<file path="config.mk">
export PLATFORM = sky130hd
export DESIGN_NAME = misr8
export DESIGN_NICKNAME = d
export VERILOG_FILES = /design/src/rtl/mult_test_pkg.sv /design/src/rtl/misr8.sv
export SDC_FILE = /design/constraint.sdc
export NUM_CORES = 1
export LEC_CHECK = 0
export CORE_UTILIZATION = 29
export DETAILED_ROUTE_END_ITERATION = 8
export SLEW_MARGIN = 20
export SYNTH_ARGS = -nofsm -noshare
export SYNTH_HDL_FRONTEND = slang
export SYNTH_SLANG_ARGS = --single-unit
</file>
<file path="constraint.sdc">
create_clock -name clk -period 1.85 [get_ports clk]
set_input_delay 0.185 -clock clk [delete_from_list [all_inputs] [get_ports clk]]
set_output_delay 0.185 -clock clk [all_outputs]
set_load 0.005 [all_outputs]
</file>
<file path="src/rtl/mult_test_pkg.sv">
// Shared types and constants for the 2x2 multiplier response checker.
package mult_test_pkg;

  typedef enum logic [1:0] {
    ST_IDLE = 2'd0,
    ST_RUN  = 2'd1,
    ST_DONE = 2'd2
  } state_t;

  localparam logic [7:0] MISR_POLY    = 8'h1D;
  localparam logic [7:0] DEFAULT_SEED = 8'hFF;

  // One MISR step: shift left, fold the polynomial on carry-out, absorb the response nibble.
  function automatic logic [7:0] misr_step(input logic [7:0] cur, input logic [3:0] din);
    misr_step = {cur[6:0], 1'b0} ^ (cur[7] ? MISR_POLY : 8'h00) ^ {4'b0000, din};
  endfunction

endpackage

</file>
<file path="src/rtl/misr8.sv">
// 8-bit multiple-input signature register compacting 4-bit responses.
module misr8
  import mult_test_pkg::*;
#(
  parameter logic [7:0] RST_VAL = DEFAULT_SEED
) (
  input  logic       clk,
  input  logic       rst_n,
  input  logic       load,
  input  logic [7:0] seed,
  input  logic       en,
  input  logic [3:0] din,
  output logic [7:0] sig
);

  always_ff @(posedge clk or negedge rst_n) begin
    if (!rst_n) begin
      sig <= RST_VAL;
    end else if (load) begin
      sig <= seed;
    end else if (en) begin
      sig <= misr_step(sig, din);
    end
  end

endmodule

</file>
# Yosys cells after proc, flatten, opt, wreduce, memory -nomap -nowiden
# Index checks and enable logic that the tools add are counted.
[op_classes]
addsub = 0
multipliers = 0
div_mod_pow = 0
magnitude_cmp = 0
eq_ne = 0
shifts = 0
mux = 3
bitwise = 2
n_reduce_logical = 1
[ops]
columns = ["cell", "count"]
rows = [
  ["$mux W8", 2],
  ["$xor A8 B4 Y8", 1],
  ["$xor A8 B5 Y8", 1],
  ["$mux W5", 1],
  ["$reduce_bool A2 Y1", 1],
]
[totals]
reg_bits = 8
latch_bits = 0
mem_bits_rw = 0
rom_bits = 0
inputBits = 16
output_inout_bits = 8
word_cells = 7
mem_count = 0

# Depth between registers and ports, before layout
[logic_depth]
word_depth = 5
depth_mapped = 4
mapped_depth_nobuf = 3

# Worst setup path before layout
# Ideal clock, no wire load.
[synth_path]
path_kind = "register -> register"
start = "register sig[7]"
end = "register sig[4]"
setup_ns = 0.072
arrival_time_ns = 0.890
required_ns = 1.778
setup_slack_ns = 0.888
stages_incl_launch_ff = 4
path_buffers = 0
synth_period_minus_slack_ns = 0.962
cell_sequence = "dfstp_2 xor2_1 mux2i_1 o21ai_1"
[synth_between]
elab_chain_cells = 5
[synth_rtl]
columns = ["element", "line", "text"]
rows = [
  ["from (decl)", "misr8.sv:13", "output logic [7:0] sig"],
  ["from (signal assigned)", "misr8.sv:22", "sig <= misr_step(sig, din);"],
  ["$mux W5", "mult_test_pkg.sv:15", "misr_step = {cur[6:0], 1'b0} ^ (cur[7] ? MISR_POLY : 8'h00) ^ {4'b0000, din};"],
  ["$xor A8 B5 Y8", "mult_test_pkg.sv:15", ""],
  ["$xor A8 B4 Y8", "mult_test_pkg.sv:15", ""],
  ["$mux W8", "misr8.sv:21", "end else if (en) begin"],
  ["$mux W8", "misr8.sv:19", "end else if (load) begin"],
]
# Every way passes these cells. The select of a mux whose other input is x is not followed.
# A chain may end at the register's enable or synchronous reset.

# Worst setup path after layout
[layout_path]
start = "register sig[7]"
end = "output sig[7]"
# No word-level cell between the ends.

==> run_results.csv <==
group,metric,value,unit
outcome,status,"completed",
detailed_routing,vias,396,
global_routing,busiest_layer,"met2",
setup_path,worst-path-buf-inv,1,
detailed_routing,final_antenna_net_count,0,
global_routing,grt_pass1_vias,374,
logic_synthesis,ys_types,14,
global_routing,met3_usage,6.38,%
floorplanning,die_area,1710,um^2
clock_tree,cts_tree,"built",
logic_synthesis,yosys-mux-area-fraction,13.4,%
logic_synthesis,yosys.area_share.xor_xnor,9.75,%
floorplanning,row_count,13,
cells_and_area,fin_area,707,um^2
clock_tree,worstSkewPairLatency,0.26,ns
setup_path,critPathMaxFanout,6,
floorplanning,core,1370,um^2
min_path,min_to,"sig[4]$_DFFE_PN1P_",
power,ir_worst_vdd,0.436,mV
logic_synthesis,synthCells,44,
placed_design,place_hpwl,797,um
logic_synthesis,synth_top_area_share,46.8,%
sta,hold_viol,0,
logic_synthesis,synth_top_family_by_area,"multiplexers",
setup_path,r2r_setup_slack,0.79,ns
sta,drv_slew,0,
global_routing,grtUsageMet2,25.4,%
run,drv_cap,0,
clock_tree,clk_pin_slew,0.06,ns
floorplanning,ios,24,
sta,fin_crit,1.55,ns
detailed_routing,drc_errors,0,
floorplanning,start_util,32.9,%
min_path,min_delay_path_depth,3,
detailed_routing,wl_per_cell,12.5,um
sta,fin_setup_tns,0,ns
placed_design,numPortBuffers,23,
sta,fin_crit_sh,83.8,%
clock_tree,clk_path_buf_depth,2,
clock_tree,h-tree-depth,1,
cells_and_area,drive_above_1_share,17.6,%
global_routing,antenna_found_initial,0,
logic_synthesis,netlist_area,449,um^2
global_routing,grtUsageMet1,18.9,%
setup_path,worstSetupStartpointType,"flop",
setup_path,timing.rr.start,"sig[0]$_DFFE_PN1P_",
setup_path,worstRegToRegCells,3,
setup_path,path_class,"flop to primary output",
cells_and_area,top_regs,"sig: 8 flops",
min_path,hold_path.startpoint,"seed[4]",
placed_design,placed_area,684,um^2
floorplanning,die_w,41.4,um
setup_path,critical_path.cell_chain,"clkdlybuf4s50_1",
global_routing,overflow,0,
logic_synthesis,ys_seq_area_share,46.8,%
clock_tree,cts_resized,0,
power,powerDensity,725,nW/um^2
sta,rsz0062_at_grt,"false",
cells_and_area,nets,86,
setup_path,worstPathArrival,1.37,ns
detailed_routing,drtIter0Drc,0,
logic_synthesis,synth_fa_ha_area_share,0,%
floorplanning,die_h,41.4,um
global_routing,grt_start_max_net_pins,12,
logic_synthesis,syn_nets,60,
global_routing,grt_first_pass_wirelength,1660,um
detailed_routing,via_per_inst,4.77,
clock_tree,hold_buffers,0,
global_routing,grt_use_total,16.3,%
sta,fmax,645,MHz
power,fin_total_pwr,0.000513,W
clock_tree,root_buffer,"clkbuf_4",
sta,fin_skew,0.00678,ns
logic_synthesis,yosys_register_bits,8,
cells_and_area,syn2layout_area_growth,57.4,%
detailed_routing,drt_wl_total,1040,um
sta,hold_slack,0.437,ns
setup_path,r2r_end,"sig[1]$_DFFE_PN1P_",
clock_tree,cts_sinks,8,
sta,setup_violations,0,
clock_tree,cts_buffers,3,
setup_path,required,1.66,ns
placed_design,gp_congestion,0.735,
logic_synthesis,yosys_warnings,0,
setup_path,crit_path_max_incr_delay,0.59,ns
logic_synthesis,yosys.area.top_type,"dfstp_2",
logic_synthesis,synth-compound-area-share,12.3,%
logic_synthesis,syn-mean-instance-area,10.2,um^2
cells_and_area,diodes,0,
power,leakagePower,0.284,nW
sta,max-slew-margin-rel,65.8,%
logic_synthesis,synth.area.top_cells,"dfstp_2, mux2i_1, xor2_1, nand2_1, o21ai_0",
logic_synthesis,synth_simple_gate_area_share,13.1,%
setup_path,end_kind,"primary output",
min_path,hold_class,"input port to flop",
setup_path,critPathTopFamily,"flip-flops",
setup_path,cp_slowest_cell,"dfstp_2",
cells_and_area,largest_reg_flops,8,
cells_and_area,largest_register,"sig",
detailed_routing,first_pass_iters,1,
sta,tightest_slew,0.511,ns
clock_tree,post_cts_buffers,0,
==> through the flow <==
stage,utilization (%),worst slack (ns),instances
finish,51.7,0.300,83
global route,51.7,0.246,83
floorplan,-,0.888,44
global placement,50.1,0.432,80
CTS,51.7,0.281,83
detailed placement,50.1,0.424,80
==> where the power goes <==
group / internal [W] / switching, W / leakage (nW) / total, W
Clock: 0.0000743 / 0.0000607 / 0.0138 / 0.000135
Sequential: 0.000213 / 0.0000210 / 0.0840 / 0.000234
Combinational: 0.0000934 / 0.0000501 / 0.186 / 0.000143
Total: 0.000381 / 0.000132 / 0.284 / 0.000513
==> synth_stat cells <==
library cell  count
dfstp_2           8
mux2i_1           6
nand2_1           6
xor2_1            5
o21ai_0           4
a21oi_1           2
buf_2             2
nand3_1           2
nor3b_1           2
o211ai_1          2
o21ai_1           2
buf_6             1
nand3b_1          1
nor2_1            1
==> cell type report <==
cell class	count	area, um^2
sequential	8	210
fill	133	659
multi-input combinational	33	218
clock buffer	3	22.5
timing repair buffer	24	238
tap	15	18.8
==> worst max path at each step <==
stage / from / endpoint / slack (ns) / cells after the start
global route: sig[7]$_DFFE_PN1P_ / sig[7] / 0.25 / 1
CTS: sig[7]$_DFFE_PN1P_ / sig[7] / 0.28 / 1
detailed placement: en / sig[2]$_DFFE_PN1P_ / 0.42 / 3
floorplan: sig[7]$_DFFE_PN1P_ / sig[4]$_DFFE_PN1P_ / 0.89 / 3
global placement: en / sig[3]$_DFFE_PN1P_ / 0.43 / 4
finish: sig[7]$_DFFE_PN1P_ / sig[7] / 0.30 / 1
==> cells in the final DEF (no fill, tap or decap), drive strengths merged <==
cell,synthesis,routed
buf,3,1
mux2i,6,6
nand3,2,2
dfstp,8,8
clkbuf,0,3
clkdlybuf4s50,0,23
nand2,6,6
a21oi,2,2
o211ai,2,2
nor3b,2,2
nand3b,1,1
o21ai,6,6
xor2,5,5
nor2,1,1
==> layer usage <==
metal / up-vias / wire [um] / share of wire, %
li1: 205 / - / -
met1: 174 / 478 / 46
met2: 15 / 484 / 47
met3: 2 / 63 / 6.1
met4: 0 / 10 / 0.97
met5: - / 0 / 0
==> cell families after synthesis <==
family                    Yosys count
AOI/OAI and AO/OA                  10
and+or+nand+nor                    12
muxes                               6
xor gates and xnor gates            5
DFF                                 8
buffers and inverters               3
No activity file was read; power rests on OpenSTA's default activity.
